==> src/rtl/logic_unit_pipe.sv <==
// Pipelined bitwise logic unit: 8 opcodes, zero flag, opaque tag, valid/ready on both sides.
// The ready chain is combinational so empty stages are filled without waiting for the output.
module logic_unit_pipe #(
    parameter int WIDTH       = 32,
    parameter int PIPE_STAGES = 2,
    parameter int TAG_W       = 4
) (
    input  logic             clk,
    input  logic             reset,
    input  logic             in_valid,
    output logic             in_ready,
    input  logic [2:0]       in_op,
    input  logic [WIDTH-1:0] in_a,
    input  logic [WIDTH-1:0] in_b,
    input  logic [TAG_W-1:0] in_tag,
    output logic             out_valid,
    input  logic             out_ready,
    output logic [WIDTH-1:0] out_result,
    output logic             out_zero,
    output logic [TAG_W-1:0] out_tag
);

    localparam int LAST = PIPE_STAGES - 1;

    logic [PIPE_STAGES-1:0]            vld_q, vld_d;
    logic [PIPE_STAGES-1:0][WIDTH-1:0] res_q, res_d;
    logic [PIPE_STAGES-1:0]            zero_q, zero_d;
    logic [PIPE_STAGES-1:0][TAG_W-1:0] tag_q, tag_d;
    logic [PIPE_STAGES-1:0]            adv;
    logic [PIPE_STAGES-1:0]            load;
    logic [WIDTH-1:0]                  res_p0;
    logic                              zero_p0;

    function automatic logic [WIDTH-1:0] logic_op(input logic [2:0]       op,
                                                  input logic [WIDTH-1:0] a,
                                                  input logic [WIDTH-1:0] b);
        logic [WIDTH-1:0] r;
        case (op)
            3'b000:  r = a & b;
            3'b001:  r = a | b;
            3'b010:  r = a ^ b;
            3'b011:  r = ~(a | b);
            3'b100:  r = a & ~b;
            3'b101:  r = a | ~b;
            3'b110:  r = a;
            default: r = ~a;
        endcase
        return r;
    endfunction

    // ---- stage 0 input: combinational result and zero flag ----
    always_comb begin
        res_p0  = logic_op(in_op, in_a, in_b);
        zero_p0 = (res_p0 == '0);
    end

    // A stage loads when it is empty or its contents move on this cycle.
    always_comb begin
        adv       = '0;
        load      = '0;
        adv[LAST] = out_ready || !vld_q[LAST];
        for (int i = LAST - 1; i >= 0; i--) begin
            adv[i] = !vld_q[i+1] || adv[i+1];
        end
        for (int i = 0; i < PIPE_STAGES; i++) begin
            load[i] = !vld_q[i] || adv[i];
        end
    end

    assign in_ready = reset || load[0];

    always_comb begin
        vld_d  = vld_q;
        res_d  = res_q;
        zero_d = zero_q;
        tag_d  = tag_q;
        if (load[0]) begin
            vld_d[0] = in_valid;
            if (in_valid) begin
                res_d[0]  = res_p0;
                zero_d[0] = zero_p0;
                tag_d[0]  = in_tag;
            end
        end
        // ---- stages 1..LAST: pure data movement ----
        for (int i = 1; i < PIPE_STAGES; i++) begin
            if (load[i]) begin
                vld_d[i] = vld_q[i-1];
                if (vld_q[i-1]) begin
                    res_d[i]  = res_q[i-1];
                    zero_d[i] = zero_q[i-1];
                    tag_d[i]  = tag_q[i-1];
                end
            end
        end
    end

    always_ff @(posedge clk) begin
        if (reset) begin
            vld_q  <= '0;
            res_q  <= '0;
            zero_q <= '0;
            tag_q  <= '0;
        end else begin
            vld_q  <= vld_d;
            res_q  <= res_d;
            zero_q <= zero_d;
            tag_q  <= tag_d;
        end
    end

    // ---- output: straight from the last stage register ----
    assign out_valid  = vld_q[LAST];
    assign out_result = res_q[LAST];
    assign out_zero   = zero_q[LAST];
    assign out_tag    = tag_q[LAST];

endmodule
==> config.mk <==
export PLATFORM = sky130hd
export DESIGN_NAME = logic_unit_pipe
export DESIGN_NICKNAME = d
export VERILOG_FILES = /design/src/rtl/logic_unit_pipe.sv
export SDC_FILE = /design/constraint.sdc
export NUM_CORES = 1
export LEC_CHECK = 0
export CAP_MARGIN = 40
export CORE_MARGIN = 1
export CORE_UTILIZATION = 28
export CTS_CLUSTER_DIAMETER = 30
export CTS_CLUSTER_SIZE = 8
export DETAILED_ROUTE_END_ITERATION = 7
export PLACE_DENSITY = 0.48
export SLEW_MARGIN = 20
export SYNTH_ARGS = -nofsm -noshare
export SYNTH_HDL_FRONTEND = slang
export SYNTH_SLANG_ARGS = --single-unit
==> constraint.sdc <==
create_clock -name clk -period 2.46 [get_ports clk]
set_input_delay 0.738 -clock clk [delete_from_list [all_inputs] [get_ports clk]]
set_output_delay 0.738 -clock clk [all_outputs]
set_load 0.02 [all_outputs]
=== Word-level counts from Yosys, hierarchy flattened ===
Cells that the tools add are included.

* $add $sub $neg: 0
* Multiply operators: 0
* Divide/modulo/power cells: 0
* Order comparisons: 0
* Equality and inequality tests: 6
* Shifts and indexed selects: 0
* Muxes and demuxes: 1
* Bitwise operators: 8
* Reductions and logical operators: 10

{| class="wikitable"
|+ Operator list
! cell !! number
|-
| $pmux W32 S7 || 1
|-
| $not A32 Y32 || 3
|-
| $and A32 B32 Y32 || 2
|-
| $or A32 B32 Y32 || 2
|-
| $logic_not A32 Y1 || 1
|-
| $xor A32 B32 Y32 || 1
|-
| $eq A3 B3 Y1 const B || 3
|-
| $eq A3 B2 Y1 const B || 2
|-
| $logic_or A1 B1 Y1 || 4
|-
| $reduce_and A2 Y1 || 2
|-
| $eq A3 B1 Y1 const B || 1
|-
| $logic_not A3 Y1 || 1
|-
| $logic_not A1 Y1 || 2
|}

* Bits in registers: 76
* Latch bits: 0
* Memory bits (writable): 0
* ROM bits: 0
* Input port bits: 75
* Output and inout port bits: 39
* Word-level logic and storage cells: 33
* Memories: 0

=== Logic depth before layout (Yosys ltp) ===
* Word-level depth: 5
* Depth in mapped cells: 12
* Gate-level depth less buffers: 9

=== Least setup slack after synthesis ===
Ideal clock, no wire load.

* Kind: input-to-reg
* Start: input in_op[2]
* End: register zero_q[0]
* Library setup time: 0.061 ns
* Arrival: 2.477 ns
* Required time: 2.399 ns
* Setup slack: -0.078 ns
* Stages on the path: 8
* Path buffers: 2
* Cell sequence: buf_6 -> buf_2 -> mux2_4 -> a221oi_2 -> a31oi_1 -> or4_1 -> nor4_1 -> a32o_1

* Longest elaborated chain between the ends: 3
* Elaborated cells between the ends (all ways): 9
* Classes of those cells: 6 x eq/ne; 1 x mux; 2 x reduce/logical

{| class="wikitable"
|+ RTL lines
! element !! line !! source
|-
| start: declaration || 12 || <nowiki>input logic [2:0] in_op,</nowiki>
|-
| $eq A3 B3 Y1, or another cell as far along || 38 || <nowiki>case (op)</nowiki>
|-
| $pmux W32 S7 * || 38 ||
|-
| $logic_not A32 Y1 * || 54 || <nowiki>zero_p0 = (res_p0 == '0);</nowiki>
|-
| end signal: assignment || 107 || <nowiki>zero_q <= zero_d;</nowiki>
|-
| end: declaration || 27 || <nowiki>logic [PIPE_STAGES-1:0] zero_q, zero_d;</nowiki>
|}

Every way passes the cells marked *; elsewhere a longest branch is shown, timed or not.
A chain may end at the register's enable or synchronous reset.

=== Final worst setup path ===
* Start: input in_op[1]
* End: register zero_q[0]

Same word-level chain as after synthesis.

==> key figures <==
Finish
  • Most frequent cells in the layout: buf_4 (217), nand2_1 (165), a21oi_1 (89), dfxtp_1 (76)
  • Final nets: 1,248
  • P&R area growth vs syn: 53.0%
  • Multi-input logic area: 0.00427 mm²
  • Share of layout cells above drive strength 1: 0.306
  • Register area: 0.00152 mm²
  • Fin util: 0.440
  • Commonest non-fill, non-tap cell in the layout: buf_4
  • Non-Filler Instances: 1,394
  • Fill cell count: 2,238
  • N_diodes: 0

Die
  • DIE AREA: 0.0232 mm²
  • # rows: 54
  • Die width: 152 µm
  • Initial Util: 0.288
  • Die H: 152 µm
  • Boundary Pins: 114
  • Core area: 0.0220 mm²

Setup path
  • Crit. End Element: register
  • Crit-path cells: buf_2 -> buf_12 -> buf_6 -> buf_6 -> nand2_2 -> o32ai_2 -> mux4_2 -> nor4_2 -> nand4b_1 -> nor4_2 -> a32o_1
  • Crit path launch: in_op[1]
  • WP data required: 2730 ps
  • Max FO, Critical Path: 7
  • Slowest CP cell: mux4_2
  • Worst setup SP type: input pin
  • Critical path's top delay family: simple AND/OR/NAND/NOR gates
  • CP max stage delay: 520 ps
  • Crit path arrival time: 2730 ps
  • Setup CP Type: input pin to register
  • RR Startpoint: vld_q[1]
  • Worst path buffer plus inverter count: 4

Route
  • Initial DRC Count: 290
  • Vias: 6,489
  • Drt wl/cell: 14.1 µm
  • Drt first pass iters: 7
  • Final ANT Viol Nets: 0
  • Routed vias/inst: 4.65
  • Post-route DRC: 9
  • Total Wirelength: 19.6 mm

Power and ir drop
  • Part of the power in registers: 0.324
  • Comb pwr share: 0.331
  • P_leak: 4.43 nW
  • Clock power share: 0.345
  • Switching part of the total: 0.288
  • PwrDens: 424 mW/mm²
  • VDD IR max: 0.278 mV
  • Sw power: 0.00118 W
  • P_int: 0.00292 W

Yosys
  • Syn_nets: 995
  • Synth warn: 0
  • Post-synth EDFFs: 0
  • Synth top area share: 0.241
  • Synth Area in Compound Gates: 0.206
  • Synth Register Bits: 76
  • Async SR Flop Fraction: 0
  • Area contributors post-synth: dfxtp_1 (24%), ha_1 (13%), nand2_1 (9.9%), a21oi_1 (7.7%), buf_4 (4.8%)
  • Adder-cell share of the synthesized area: 0.127
  • Simple-Gate Fraction of Synth Area: 0.200
  • Average size of a mapped cell: 7.38 µm²
  • Number of distinct library cells after synthesis: 58
  • Top FF cell, synth: dfxtp_1
  • Synth Instances: 856
  • Main combinational cell family by area after synthesis: compound AO/OA/AOI/OAI gates
  • Top cell type by total area after synthesis: dfxtp_1
  • Xor/xnor share of the synthesized area: 0.0139
  • Post-Syn Area: 0.00631 mm²
  • Multiplexer share of the synthesized area: 0.0802
  • Post-synthesis sequential area ratio: 0.241

Hold path
  • Hold path startpoint: res_q[17]
  • Worst hold path type: register to register

Clock network
  • Clock Latency Late Sink: 330 ps
  • CTS clk-pin slew, worst paths: 60 ps
  • Root Driver: clkbuf_16
  • CTS sink cnt: 76
  • CTS Hold Bufs: 0
  • Number of H-tree levels: 3
  • Num CTS Buffers: 9
  • CTS Buffer Depth: 2
  • CTS tree: done

Timing
  • Setup WS post-layout: 8.24 ps
  • Hold_ws: 450 ps
  • Fmax: 408 MHz
  • Clock skew: 6.89 ps
  • Period utilization: 0.997
  • RSZ-0062 raised after global routing: yes
  • Final setup violation count: 0
  • Setup TNS: 0 ps
  • Worst relative slew slack: 0.479
  • Minimum clock period: 2450 ps
  • Worst slew pin tran: 782 ps
  • Final Max Slew Viols: 0
  • Final hold vios: 0

Placement
  • Worst slack, placed: -702 ps
  • # port buffers: 113
  • Post-Place Cells: 1,344
  • HPWL after DPL: 14.7 mm
  • GP Congestion: 0.763

Global route
  • Aggregate global routing overflow: 0
  • Global-route wire length before repair: 32.0 mm
  • Gr usage total: 0.170
  • Initial antenna violation count: 0
  • Pin count of the biggest net entering global routing: 75
  • Vias in the first global route: 6,166

Run status
  • Failing checks: DRC
  • Status: complete, but fails checks

Flow run
  • Max cap viols: 0
==> area by class of cell <==
class,count,area share
Clock inverter,6,0.00907
Multi-Input combinational cell,608,0.442
Clock buffer,10,0.0247
Timing Repair Buffer,342,0.303
Inverter,72,0.0280
Sequential cell,76,0.157
Tap cell,280,0.0363
==> synth_stat cells, drive strengths merged, types with 2 or more instances <==
master,instances
nand4,3
nor2,32
nor3b,7
inv,72
buf,68
o21ai,29
a22oi,4
o311ai,3
o211ai,16
a31oi,8
or4,2
nor2b,21
nand2,167
a221o,3
nand2b,10
mux2i,30
xor2,3
a21o,2
dfxtp,76
or4bb,2
o22ai,3
a21oi,97
xnor2,7
nor4,3
nand3,18
o221ai,3
a221oi,8
ha,64
nand3b,2
clkbuf,32
mux2,16
nor3,5
o2111ai,3
a222oi,2
a32oi,9
a211oi,11
==> metal layers <==
layer  up-vias  GRT usage  share of wire
met5         -          0              0
met4         0     0.0355         0.0083
met3        13     0.0228          0.037
met2       128      0.269           0.45
met1      2947      0.243           0.51
li1       3401          -              -
==> registers in the layout, indices dropped and copies added (netlist names) <==
name,cells
tag_q,4
res_q,32
out_tag,4
vld_q,2
out_result,32
zero_q,2
==> power by group through the flow <==
stage	logic, W	registers (W)	clock network [W]
floorplan	0.000606	0.00135	0
global placement	0.00121	0.00135	0
detailed placement	0.00122	0.00136	0
CTS	0.00129	0.00133	0.00144
global route	0.00150	0.00134	0.00150
finish	0.00136	0.00133	0.00141
==> worst min-delay path, delay by kind of cell, from the launching register on <==
family / cells / cell delay [ps]
flip-flops: 1 / 310
AND/OR/NAND/NOR: 1 / 50
AO/OA/AOI/OAI: 1 / 50
==> path summary, 6_finish.rpt <==
check / endpoint / slack [ps] / cells after the start
worst max-delay path: zero_q[0] / 8 / 11
worst min-delay path: out_result[17] / 450 / 2
worst max register to register: zero_q[0] / 780 / 8
worst min register to register: out_result[17] / 450 / 2
==> cell families (layout without fill, tap and decap cells) <==
kind of cell    count (synthesis)  in the layout
compound gates                208            208
xor+xnor                       10             10
fa+ha+maj                      64             64
buf+inv                       172            430
flops                          76             76
mux                            47             47
simple gates                  279            279
==> repair_timing <==
item                                    4_1_cts  5_1_grt
endpoints found under the setup margin        3        7
cloned                                        0        1
setup buffers                                26        7
pin swaps                                    35       33
gates resized for setup                      87       60
==> per-stage QoR <==
step,cell area [µm²],power (W)
2_1_floorplan,6350,0.00195
3_3_place_gp,8790,0.00257
3_5_place_dp,8790,0.00257
4_1_cts,9400,0.00407
5_1_grt,9660,0.00433
6_report,9660,0.00410
No activity file was read; power rests on OpenSTA's default activity.
